===== config.mk =====
export PLATFORM = sky130hd
export DESIGN_NAME = capture_ctrl
export DESIGN_NICKNAME = d
export VERILOG_FILES = /design/src/rtl/capture_ctrl.sv
export SDC_FILE = /design/constraint.sdc
export NUM_CORES = 1
export LEC_CHECK = 0
export ABC_AREA = 1
export CAP_MARGIN = 20
export CORE_AREA = 2 2 110 112
export DETAILED_ROUTE_END_ITERATION = 10
export DIE_AREA = 0 0 112 114
export SLEW_MARGIN = 0
export SYNTH_ARGS = -nofsm -noshare
export SYNTH_HDL_FRONTEND = slang
export SYNTH_SLANG_ARGS = --single-unit

===== constraint.sdc =====
create_clock -name clk -period 2.5 [get_ports clk]
set_input_delay 0.25 -clock clk [delete_from_list [all_inputs] [get_ports clk]]
set_output_delay 0.25 -clock clk [all_outputs]
set_load 0.005 [all_outputs]

===== src/rtl/capture_ctrl.sv =====
// capture_ctrl: arm/pre-trigger/post-trigger sequencer owning the sample memory port, with readout pointer in DONE
module capture_ctrl #(
  parameter int AW = 8,
  parameter int DW = 8
) (
  input  logic          clk,
  input  logic          rst,
  input  logic          arm,
  input  logic          abort,
  input  logic [AW-1:0] pretrig,
  input  logic          trig,
  input  logic          sample_valid,
  input  logic [DW-1:0] sample,
  input  logic          rd_next,
  input  logic          rd_rewind,
  output logic          mem_we,
  output logic [DW-1:0] mem_wdata,
  output logic [AW-1:0] mem_addr,
  output logic          busy,
  output logic          done,
  output logic [AW-1:0] trig_addr,
  output logic [AW-1:0] start_addr
);
  typedef enum logic [2:0] {IDLE, FILL, WAIT_TRIG, POST, DONE} state_t;
  state_t state, state_nx;
  logic [AW-1:0] wr_ptr, rd_ptr, pre_cnt, pretrig_q, start_nx;
  logic [AW:0] post_cnt, post_ld;
  logic go, hit;
  assign go = arm & ~abort;
  assign hit = state == WAIT_TRIG && trig && !abort && !arm;
  assign start_nx = wr_ptr - pretrig_q;
  // a trigger with a coincident sample has already consumed one record slot
  assign post_ld = {1'b1, {AW{1'b0}}} - {1'b0, pretrig_q} - {{AW{1'b0}}, sample_valid};
  always_ff @(posedge clk)
    if (rst) state <= IDLE;
    else state <= state_nx;
  always_comb begin
    state_nx = state;
    if (abort) state_nx = IDLE;
    else if (arm) state_nx = pretrig == '0 ? WAIT_TRIG : FILL;
    else
      case (state)
        FILL:      if (sample_valid && pre_cnt + AW'(1) == pretrig_q) state_nx = WAIT_TRIG;
        WAIT_TRIG: if (trig) state_nx = post_ld == '0 ? DONE : POST;
        POST:      if (sample_valid && post_cnt == (AW+1)'(1)) state_nx = DONE;
        default:   state_nx = state;
      endcase
  end
  always_comb begin
    busy = state == FILL || state == WAIT_TRIG || state == POST;
    done = state == DONE;
    mem_we = sample_valid & busy;
    mem_wdata = sample;
    mem_addr = busy ? wr_ptr : rd_ptr;
  end
  always_ff @(posedge clk)
    if (rst) begin
      wr_ptr <= '0;
      rd_ptr <= '0;
      pre_cnt <= '0;
      post_cnt <= '0;
      pretrig_q <= '0;
      trig_addr <= '0;
      start_addr <= '0;
    end else begin
      if (go) begin
        wr_ptr <= '0;
        pre_cnt <= '0;
        pretrig_q <= pretrig;
      end else if (!abort && mem_we) begin
        wr_ptr <= wr_ptr + AW'(1);
        if (state == FILL) pre_cnt <= pre_cnt + AW'(1);
        if (state == POST) post_cnt <= post_cnt - (AW+1)'(1);
      end
      if (hit) begin
        trig_addr <= wr_ptr;
        start_addr <= start_nx;
        post_cnt <= post_ld;
      end
      // start_addr may be written on the same edge that enters DONE
      if (state_nx == DONE && state != DONE) rd_ptr <= hit ? start_nx : start_addr;
      else if (state == IDLE || state == DONE) rd_ptr <= rd_rewind ? start_addr : rd_ptr + AW'(rd_next);
    end
endmodule


==> metrics.md, run 1 <==
| Metric | Value |
|---|---|
| Die area | `0.0128 mm2` |
| Fillers | `1233` |
| Htree depth | `3` |
| Port bufs | `42` |
| CP delay by family, top | `simple AND/OR/NAND/NOR gates` |
| Post-synth top area share | `30.1%` |
| All-Layer GR Usage | `18.9%` |
| Crit end category | `flop` |
| Final Skew | `slightly below 0.006 ns` |
| WP data arrival | `2.77 ns` |
| FP Rows | `40` |
| Register area share after synthesis | `30.1%` |
| Synthesized area per cell | `6.55 um2` |
| Clock buffer depth | `2` |
| WL per Instance | `14.1 um` |
| Die height | `114 um` |
| Status | `finished, violations left` |
| RSZ-0062 raised after global routing | `yes` |
| Yosys warns | `0` |
| P per Cell Area | `541 mW/mm2` |
| Number of enable flip-flop cells after synthesis | `0` |
| Unique masters post-synth | `39` |
| Post-Place Worst Slack | `-0.572 ns` |
| Crit share post-route | `103%` |
| Ports | `59` |
| Die Width | `112 um` |
| Fraction of registers with async set/reset | `0%` |
| Sum of negative setup slack | `-0.165 ns` |
| Setup ws final | `-0.0660 ns` |
| Vias in the first global route | `around 4.1k` |
| Slew Limit Fails | `0` |
| Grt total ovfl | `0` |
| Startpoint Class | `flop` |
| Post-route insts no fill | `834` |
| Violated checks | `negative setup slack` |
| Cells after synthesis | `609` |
| Number of vias per cell | `5.03` |
| Area growth syn-to-layout | `32.1%` |
| FMAX | `0.390 GHz` |
| Syn_nets | `657` |
| Number of nets with antenna violations after routing | `0` |
| Worst path cell trace | `inv_2 -> ha_4 -> ha_4 -> inv_2 -> ha_4 -> inv_2 -> nor3_2 -> nand2_1 -> nor2_2 -> nand2_2 -> nor2_4 -> nand4_1 -> nand2_1 -> nand2_1 -> nand2_2 -> nand2_4 -> nor2_4 -> buf_6 -> nand4_1 -> nand2_2 -> a21oi_2` |
| CTS root buffer | `clkbuf_16` |
| Endpoints failing hold | `0` |
| Critical path buffer and inverter count | `4` |
| Detailed Route Iter0 Violations | `roughly 170` |
| Worst vdd ir | `about 0.00033 V` |
| Final Routed Wirelength | `about 12000 um` |
| Largest stage delay on the critical path | `about 0.32 ns` |
| First-pass GRT wire length | `between 15000 and 20000 um` |
| Endpoints failing setup | `6` |
| # hold bufs at CTS | `0` |
| Setup CP Type | `flop to flop` |
| Synth cell count leaders | `nand2_1 (142), inv_1 (74), a21oi_1 (61), o21ai_0 (61), dfxtp_1 (60)` |
| P_leak | `2.24 nW` |
| N_diodes | `0` |
| Placed instance count | `between 800 and 900` |
| Routability congestion estimate | `around 0.82` |
| Crit path required time | `2.71 ns` |
| Largest net degree at the start of global routing | `31` |
| Share of cells above drive strength 1 | `15.3%` |
| Slew headroom | `between 50% and 60%` |
| Area leader, netlist | `dfxtp_1` |
| CTS tree | `yes` |
| Total CTS buffers | `9` |
| Slowest cell on crit path | `dfxtp_2` |
| DRC | `0` |
| TritonRoute pass-1 iters | `4` |
| Period minus WS final | `2.57 ns` |
| Worst-margin pin slew | `0.706 ns` |
| Placed Area | `0.00472 mm2` |
| Area contributors post-synth | `dfxtp_1 (30%), nand2_1 (13%), a21oi_1 (7.6%), o21ai_0 (7.6%), ha_1 (7.2%)` |
| Synth Cell Area | `between 0.003 and 0.004 mm2` |
| Vias | `4191` |
| Multi-input gate area | `0.00253 mm2` |
| Dominant synthesized flop cell | `dfxtp_1` |
| Core ar. | `0.0117 mm2` |
| MaxCap Viol Count | `0` |
| Worst Path Max Fanout | `4` |
| Initial antenna violation count | `0` |
| Clock Latency Late Sink | `0.33 ns` |
| Post-route cell area | `0.00527 mm2` |
| FF+latch count, synth | `60` |
| NumNets Final | `730` |
| HPWL Detailed | `8710 um` |
| Clk slew on worst S/H paths | `0.06 ns` |
| Initial Utilization | `34.1%` |
| Sequential cell area | `0.00120 mm2` |
| Count leader, synth | `nand2_1` |
| CTS sink count | `60` |
| Hold Crit Class | `flop to flop` |
## worst min-delay path, stage by stage, from the launching register on
cell     delay [ns]
dfxtp_1        0.31
nand2_1        0.06
a21oi_1        0.05
## where the power goes
part	total [W]	internal, W	switching (W)
clock network	0.00133	0.000878	0.000449
registers	0.000995	0.000976	0.0000188
logic	0.000532	0.000250	0.000282
total	0.00285	0.00210	0.000749
## metal layers
layer | part of all wire, % | up-vias | wire, um | global-route usage, %
met3 | 4.2 | 17 | 495 | 3.72
met5 | 0 | - | 0 | 0
met4 | 2.0 | 0 | 233 | 7.24
li1 | - | 2150 | - | -
met1 | 45 | 1948 | 5290 | 23.4
met2 | 49 | 76 | 5770 | 32.6
## repair_timing
item,in CTS,in global routing
gates resized for setup,16,27
setup endpoints to repair,8,10
buffers inserted,9,0
pin swaps,16,14
cloned,1,0
## cell families (layout without fill, tap and decap cells)
family                   after synthesis  after routing  share of synthesized area, %
AO/OA/AOI/OAI                        135            135                          17.6
XOR/XNOR                              18             18                          3.95
adder cells (fa/ha/maj)               24             24                          7.71
buffers and inverters                 99            176                          10.4
flip-flops                            60             60                          30.1
multiplexers                           1              1                         0.251
AND/OR/NAND/NOR                      272            273                          29.9
## per-stage QoR
stage | utilization [%] | hold slack (ns) | power, W
after global routing | 45.0 | 0.500 | 0.00298
after CTS | 44.3 | 0.476 | 0.00284
after global placement | 40.3 | 0.474 | 0.00145
after detailed placement | 40.3 | 0.468 | 0.00145
after floorplan | - | 0.442 | 0.00128
final | 45.0 | 0.473 | 0.00285
## layout by cell type (no fill, tap or decap), types with 2 or more instances in the layout
cell             instances
nor3_1                   9
xnor2_1                  6
nand4_1                 15
clkbuf_8                 4
o31ai_1                  2
ha_4                     5
a21oi_2                  2
dfxtp_2                  2
clkdlybuf4s50_1         41
nand3_2                  2
xor2_1                  12
nand2_2                 10
nand2_4                  3
ha_1                    16
inv_2                    5
nor2_2                   6
nand2_1                132
o21ai_0                 59
a31oi_1                  4
a21oi_1                 59
clkbuf_16                9
buf_4                   42
nor2_1                  48
nor2_4                   3
ha_2                     2
nand3_1                 35
nand3_4                  2
dfxtp_1                 58
inv_1                   69
o211ai_1                 2
buf_6                    2
## state kept, by name, indices dropped and copies added, names as in the netlist
name	cells
post_cnt	9
wr_ptr	8
rd_ptr	8
trig_addr	8
pretrig_q	8
pre_cnt	8
state	3
start_addr	8
## cell type report
type	count	area share, %
Clock inverter	3	0.807
Sequential cell	60	22.8
Tap cell	147	3.49
Timing Repair Buffer	86	14.4
Inverter	74	5.27
Multi-Input combinational cell	451	47.9
Clock buffer	13	5.32
## path summary, 6_finish.rpt
path	from	endpoint	slack [ns]	cells after the start
setup / recovery	pretrig_q[0]	rd_ptr[1]	-0.07	21
hold / removal	post_cnt[5]	post_cnt[5]	0.47	2
setup reg to reg	pretrig_q[0]	rd_ptr[1]	-0.07	21
hold reg to reg	post_cnt[5]	post_cnt[5]	0.47	2
(Power assumes the default switching activity.)
==> run 2: changes to the inputs <==
- RECOVER_POWER: default -> 50
- REMOVE_ABC_BUFFERS: default -> 1
==> run 2 against run 1 <==
The run still ends with negative setup slack left. Worst hold slack improved by 0.018 ns. Largest power group unchanged. Highest routed layer unchanged. Sequential share of layout area increased by 0.19 points. First-iteration DRC count increased by 7.7%. Final cell count increased by 0.36%. Register-to-register slack improved by 0.05 ns. Clock power decreased by 11%. Sequential power about the same. Maximum frequency increased by 1.9%. Largest cell class unchanged. Via count increased by 3.3%.
==> metrics.md, run 2 (same netlist as run 1, synthesis figures left out) <==
| Metric | Value |
|---|---|
| HPWL Detailed | `8990 um (was 8710 um)` |
| Min Hold Slack | `0.491 ns (was 0.473 ns)` |
| TritonRoute pass-1 iters | `5 (was 4)` |
| Grt total ovfl | `0 (unchanged)` |
| Reg power frac | `36.8% (was 34.9%)` |
| NumNets Final | `734 (was 730)` |
| Clock share of power | `43.7% (was 46.5%)` |
| Slew Limit Fails | `0 (unchanged)` |
| P_sw | `0.000766 W (was 0.000749 W)` |
| Die Width | `112 um (unchanged)` |
| Die height | `114 um (unchanged)` |
| Htree depth | `3 (unchanged)` |
| # hold bufs at CTS | `0 (unchanged)` |
| Core ar. | `0.0117 mm2 (unchanged)` |
| First-pass GRT wire length | `20600 um (was 19400 um)` |
| Hold Crit Class | `flop to flop (unchanged)` |
| Worst-margin pin slew | `0.656 ns (was 0.706 ns)` |
| Detailed Route Iter0 Violations | `181 (was 168)` |
| Worst path cell trace | `inv_2 -> ha_4 -> ha_4 -> buf_4 -> nand2_1 -> nand2_2 -> nand2_1 -> nand2_1 -> nand2_1 -> nand2_1 -> nor2_2 -> buf_4 -> nand3_2 -> a21oi_1 -> nand2_1 -> nand2_1 -> nand2_2 -> nand2_4 -> buf_4 -> nand4_1 -> nand2_1 -> a21oi_1 (was inv_2 -> ha_4 -> ha_4 -> inv_2 -> ha_4 -> inv_2 -> nor3_2 -> nand2_1 -> nor2_2 -> nand2_2 -> nor2_4 -> nand4_1 -> nand2_1 -> nand2_1 -> nand2_2 -> nand2_4 -> nor2_4 -> buf_6 -> nand4_1 -> nand2_2 -> a21oi_2)` |
| Comb power frac | `19.5% (was 18.6%)` |
| Worst vdd ir | `0.000235 V (was 0.000329 V)` |
| CTS sink count | `60 (unchanged)` |
| Crit end category | `flop (unchanged)` |
| Int Pwr | `0.00194 W (was 0.00210 W)` |
| Largest stage delay on the critical path | `0.34 ns (was 0.32 ns)` |
| Slowest cell on crit path | `dfxtp_2 (unchanged)` |
| Fillers | `1221 (was 1233)` |
| Port bufs | `42 (unchanged)` |
| Vias in the first global route | `4220 (was 4082)` |
| Initial antenna violation count | `0 (unchanged)` |
| P per Cell Area | `518 mW/mm2 (was 541 mW/mm2)` |
| Crit path required time | `2.71 ns (about the same)` |
| Final Routed Wirelength | `12400 um (was 11800 um)` |
| Setup CP Type | `flop to flop (unchanged)` |
| Total CTS buffers | `9 (unchanged)` |
| CTS root buffer | `clkbuf_16 (unchanged)` |
| FMAX | `0.397 GHz (was 0.390 GHz)` |
| Number of nets with antenna violations after routing | `0 (unchanged)` |
| FP Rows | `40 (unchanged)` |
| Crit share post-route | `101% (was 103%)` |
| PnR Total Power | `0.00270 W (was 0.00285 W)` |
| P_leak | `2.30 nW (was 2.24 nW)` |
| Ports | `59 (unchanged)` |
| Switching share of power | `28.3% (was 26.3%)` |
| Area growth syn-to-layout | `30.9% (was 32.1%)` |
| Clock buffer depth | `2 (unchanged)` |
| WL per Instance | `14.8 um (was 14.1 um)` |
| Endpoints failing hold | `0 (unchanged)` |
| CP dominant cell by count | `nand2_1` |
| Setup ws final | `-0.0192 ns (was -0.0660 ns)` |
| Max FFs per register | `9 (unchanged)` |
| Finished Core Util | `44.6% (was 45.0%)` |
| Status | `finished, violations left (unchanged)` |
| Number of vias per cell | `5.17 (was 5.03)` |
| Slew headroom | `56.1% (was 52.7%)` |
| Clock Latency Late Sink | `0.34 ns (was 0.33 ns)` |
| Die area | `0.0128 mm2 (unchanged)` |
| Worst Path Max Fanout | `5 (was 4)` |
| Top reg by flops | `post_cnt (unchanged)` |
| DRC | `0 (unchanged)` |
| CTS tree | `yes (unchanged)` |
| Commonest non-fill, non-tap cell in the layout | `nand2_1 (unchanged)` |
| MaxCap Viol Count | `0 (unchanged)` |
| RSZ-0062 raised after global routing | `yes (unchanged)` |
| Period minus WS final | `2.52 ns (was 2.57 ns)` |
| Clk slew on worst S/H paths | `0.06 ns (about the same)` |
| Share of cells above drive strength 1 | `14.2% (was 15.3%)` |
| Routability congestion estimate | `0.927 (was 0.822)` |
| Violated checks | `negative setup slack (unchanged)` |
| WP data arrival | `2.73 ns (was 2.77 ns)` |
| Startpoint Class | `flop (unchanged)` |
| N_diodes | `0 (unchanged)` |
| Final Skew | `0.00602 ns (was 0.00593 ns)` |
| Endpoints failing setup | `3 (was 6)` |
| All-Layer GR Usage | `20.2% (was 18.9%)` |
| Initial Utilization | `34.1% (unchanged)` |
| Critical path buffer and inverter count | `4 (unchanged)` |
| Vias | `4328 (was 4191)` |
| Most frequent cells in the layout | `nand2_1 (134), inv_1 (69), o21ai_0 (60), dfxtp_1 (59), a21oi_1 (57) (was nand2_1 (132), inv_1 (69), o21ai_0 (59), a21oi_1 (59), dfxtp_1 (58))` |
| Largest net degree at the start of global routing | `31 (unchanged)` |
| CP delay by family, top | `simple AND/OR/NAND/NOR gates (unchanged)` |
run 2: cell count changes in the layout (fill, tap and decap cells not counted), moves of 3 or more:
cell / before / now
clkbuf_1: 0 / 3
clkdlybuf4s50_1: 41 / 25
dlygate4sd3_1: 0 / 16
ha_1: 16 / 20
run 2: timing repair:
item	4_1_cts	5_1_grt
setup buffers	10	2
pin swaps	17	9
cloned	1	0
gates resized for setup	19	13
hold endpoints to repair	0	0
endpoints found under the setup margin	8	18
run 2: path summary, 6_finish.rpt:
kind,slack (ns),startpoint,endpoint,cells after the start
worst max-delay path,-0.02,pretrig_q[0],rd_ptr[7],22
worst max register to register,-0.02,pretrig_q[0],rd_ptr[7],22
worst min-delay path,0.49,post_cnt[5],post_cnt[5],2
worst min register to register,0.49,post_cnt[5],post_cnt[5],2
run 2: worst min-delay path, cell delays in order, from the launching register on:
cell	delay (ns)
dfxtp_1	0.32
nand2_1	0.06
a21oi_1	0.05
run 2: area by class of cell:
type                    instances  area [um2]  area share [%]
multi-input cells             451        2480            47.6
flip-flops and latches         60        1200            23.0
repair buffers                 90         805            15.4
inverters                      74         278            5.32
clock buffers                  13         260            4.98
well taps                     147         184            3.52
clock inverters                 2        10.0           0.192
run 2: metal layers:
metal | part of all wire, % | vias to the layer above | wire [um] | track usage, %
met5 | 0 | - | 0 | 0
met4 | 2.6 | 0 | 323 | 8.13
met3 | 5.8 | 24 | 720 | 4.25
met2 | 47 | 146 | 5900 | 34.6
met1 | 44 | 1993 | 5490 | 24.9
li1 | - | 2165 | - | -
run 2: stage by stage:
step	TNS, ns	setup WS, ns	cells	cell area [um2]
floorplan	-4.41	-0.471	584	3850
global placement	-3.67	-0.424	809	4750
detailed placement	-4.35	-0.516	809	4750
CTS	-0.207	-0.0468	835	5170
global route	-2.12	-0.267	837	5220
finish	-0.0341	-0.0192	837	5220
run 2: power groups by stage:
| stage | combinational, W | sequential [W] | clock [W] |
|---|---|---|---|
| finish | 0.000529 | 0.000994 | 0.00118 |
| detailed placement | 0.000445 | 0.00101 | 0 |
| global route | 0.000585 | 0.000995 | 0.00125 |
| global placement | 0.000444 | 0.00101 | 0 |
| CTS | 0.000506 | 0.000993 | 0.00120 |
| floorplan | 0.000247 | 0.00101 | 0 |
==> run 3: changes to the inputs <==
==> constraint.sdc (replaced) <==
create_clock -name clk -period 2.5 [get_ports clk]
set_input_delay 0.5 -clock clk [delete_from_list [all_inputs] [get_ports clk]]
set_output_delay 0.5 -clock clk [all_outputs]
set_load 0.005 [all_outputs]
==> run 3 against run 2 <==
The flow still finishes with violations (negative setup slack). Global-route usage is 0.33 points lower. Critical path depth down 1. Maximum frequency decreased by 3.5%. Worst hold slack got worse by 0.0093 ns. Clock-buffer cell count shrank 1. Register-to-register slack worse by 0.09 ns. Utilization is 0.62 points higher. Clock power up 14%. Critical path type unchanged. Critical endpoint is now rd_ptr[6]. Largest cell class unchanged. Largest power group unchanged. Highest routed layer unchanged.
==> metrics.md, run 3 (same netlist as run 1, synthesis figures left out) <==
| Metric | Value |
|---|---|
| Number of vias per cell | `5.14 (was 5.17)` |
| Hold Crit Class | `flop to flop (unchanged)` |
| WP data arrival | `2.83 ns (was 2.73 ns)` |
| Area growth syn-to-layout | `32.7% (was 30.9%)` |
| Clock Latency Late Sink | `0.33 ns (was 0.34 ns)` |
| Initial Utilization | `34.1% (unchanged)` |
| Share of cells above drive strength 1 | `15.0% (was 14.2%)` |
| TritonRoute pass-1 iters | `5 (unchanged)` |
| Number of nets with antenna violations after routing | `0 (unchanged)` |
| N_diodes | `0 (unchanged)` |
| Sequential cell area | `0.00120 mm2 (unchanged)` |
| # hold bufs at CTS | `0 (unchanged)` |
| Clk slew on worst S/H paths | `0.06 ns (about the same)` |
| CTS root buffer | `clkbuf_16 (unchanged)` |
| Crit path required time | `2.71 ns (about the same)` |
| Vias | `4330 (was 4328)` |
| Slew headroom | `56.4% (was 56.1%)` |
| Post-route insts no fill | `842 (was 837)` |
| GR Util met2 | `34.7% (was 34.6%)` |
| All-Layer GR Usage | `19.8% (was 20.2%)` |
| Period minus WS final | `2.61 ns (was 2.52 ns)` |
| Crit end category | `flop (unchanged)` |
| Endpoints failing setup | `8 (was 3)` |
| Htree depth | `3 (unchanged)` |
| Multi-input gate area | `0.00248 mm2 (about the same)` |
| P_leak | `2.33 nW (was 2.30 nW)` |
| Violated checks | `negative setup slack (unchanged)` |
| Fillers | `1173 (was 1221)` |
| Setup ws final | `-0.111 ns (was -0.0192 ns)` |
| PnR Total Power | `0.00287 W (was 0.00270 W)` |
| Total CTS buffers | `9 (unchanged)` |
| First-pass GRT wire length | `20300 um (was 20600 um)` |
| M1 GR Usage | `24.3% (was 24.9%)` |
| Ports | `59 (unchanged)` |
| CTS tree | `yes (unchanged)` |
| Endpoints failing hold | `0 (unchanged)` |
| Grt total ovfl | `0 (unchanged)` |
| Worst Path Max Fanout | `4 (was 5)` |
| WL per Instance | `14.7 um (was 14.8 um)` |
| GRT met3 Usage | `4.36% (was 4.25%)` |
| Min Hold Slack | `0.482 ns (was 0.491 ns)` |
| Detailed Route Iter0 Violations | `247 (was 181)` |
| Worst-margin pin slew | `0.654 ns (was 0.656 ns)` |
| Placed instance count | `813 (was 809)` |
| Final Skew | `0.00496 ns (was 0.00602 ns)` |
| MaxCap Viol Count | `0 (unchanged)` |
| Status | `finished, violations left (unchanged)` |
| Clock buffer depth | `2 (unchanged)` |
| CTS sink count | `60 (unchanged)` |
| NumNets Final | `738 (was 734)` |
| Initial antenna violation count | `0 (unchanged)` |
| Routability congestion estimate | `0.898 (was 0.927)` |
| Die Width | `112 um (unchanged)` |
| HPWL Detailed | `8980 um (was 8990 um)` |
| Slew Limit Fails | `0 (unchanged)` |
| P per Cell Area | `542 mW/mm2 (was 518 mW/mm2)` |
| Largest net degree at the start of global routing | `31 (unchanged)` |
| Vias in the first global route | `4289 (was 4220)` |
| Worst vdd ir | `0.000287 V (was 0.000235 V)` |
| Max FFs per register | `9 (unchanged)` |
| Core ar. | `0.0117 mm2 (unchanged)` |
| DRC | `0 (unchanged)` |
| Startpoint Class | `flop (unchanged)` |
| Die area | `0.0128 mm2 (unchanged)` |
| Most frequent cells in the layout | `nand2_1 (135), inv_1 (68), dfxtp_1 (59), o21ai_0 (58), a21oi_1 (58) (was nand2_1 (134), inv_1 (69), o21ai_0 (60), dfxtp_1 (59), a21oi_1 (57))` |
| Die height | `114 um (unchanged)` |
| FP Rows | `40 (unchanged)` |
| RSZ-0062 raised after global routing | `yes (unchanged)` |
| Commonest non-fill, non-tap cell in the layout | `nand2_1 (unchanged)` |
| GR peak layer | `met2 (unchanged)` |
| Final Routed Wirelength | `12300 um (was 12400 um)` |
| FMAX | `0.383 GHz (was 0.397 GHz)` |
| Crit share post-route | `104% (was 101%)` |
| Setup CP Type | `flop to flop (unchanged)` |
| Top reg by flops | `post_cnt (unchanged)` |
| Port bufs | `42 (unchanged)` |
run 3: stage by stage:
stage	utilization [%]	setup TNS, ns	cell area (um2)	setup slack, ns
3_3_place_gp	40.9	-6.38	4780	-0.677
5_1_grt	45.2	-2.50	5300	-0.353
6_report	45.2	-0.592	5300	-0.111
2_1_floorplan	-	-4.57	3850	-0.471
3_5_place_dp	40.9	-7.67	4780	-0.797
4_1_cts	44.9	-0.132	5260	-0.0476
run 3: cell type report:
class / instances / share of cell area (%)
repair buffers: 94 / 15.7
clock inverters: 4 / 1.37
clock buffers: 12 / 4.65
inverters: 74 / 5.29
flip-flops and latches: 60 / 22.7
well taps: 147 / 3.47
multi-input cells: 451 / 46.8
run 3: layer usage:
metal | share of wire [%] | wire [um] | vias to the layer above
li1 | - | - | 2163
met1 | 44 | 5390 | 2001
met3 | 5.9 | 722 | 22
met5 | 0 | 0 | -
met2 | 48 | 5950 | 144
met4 | 2.2 | 277 | 0
run 3: power by group:
part           total (W)  internal, W  switching [W]
Combinational   0.000525     0.000244       0.000280
Sequential      0.000994     0.000976      0.0000185
Clock            0.00135     0.000898       0.000452
run 3: path summary, 6_finish.rpt:
check / startpoint / to / slack, ns / cells past startpoint
setup / recovery: pretrig_q[0] / rd_ptr[6] / -0.11 / 21
hold / removal: post_cnt[5] / post_cnt[5] / 0.48 / 2
hold reg to reg: post_cnt[5] / post_cnt[5] / 0.48 / 2
setup reg to reg: pretrig_q[0] / rd_ptr[6] / -0.11 / 21
run 3: worst max-delay path, cell delays in order (launching register included):
cell and delay, ns:
dfxtp_2 0.32, inv_2 0.07, ha_4 0.13, ha_4 0.13, inv_2 0.04, ha_4 0.27, inv_4 0.04, nor3_4 0.16
nand2_1 0.08, nor2_2 0.08, nand2_1 0.07, nor2_2 0.10, nand4_1 0.11, nand2_1 0.08, nand2_1 0.04, nand2_1 0.07
nand2_2 0.07, nor2_4 0.18, buf_4 0.15, nand4_1 0.12, nand2_1 0.11, a21oi_2 0.05
run 3: repair_timing:
action | CTS | global route
gates resized for setup | 19 | 18
pin swaps | 18 | 18
cloned | 1 | 0
buffers inserted | 12 | 1
setup endpoints to repair | 10 | 19
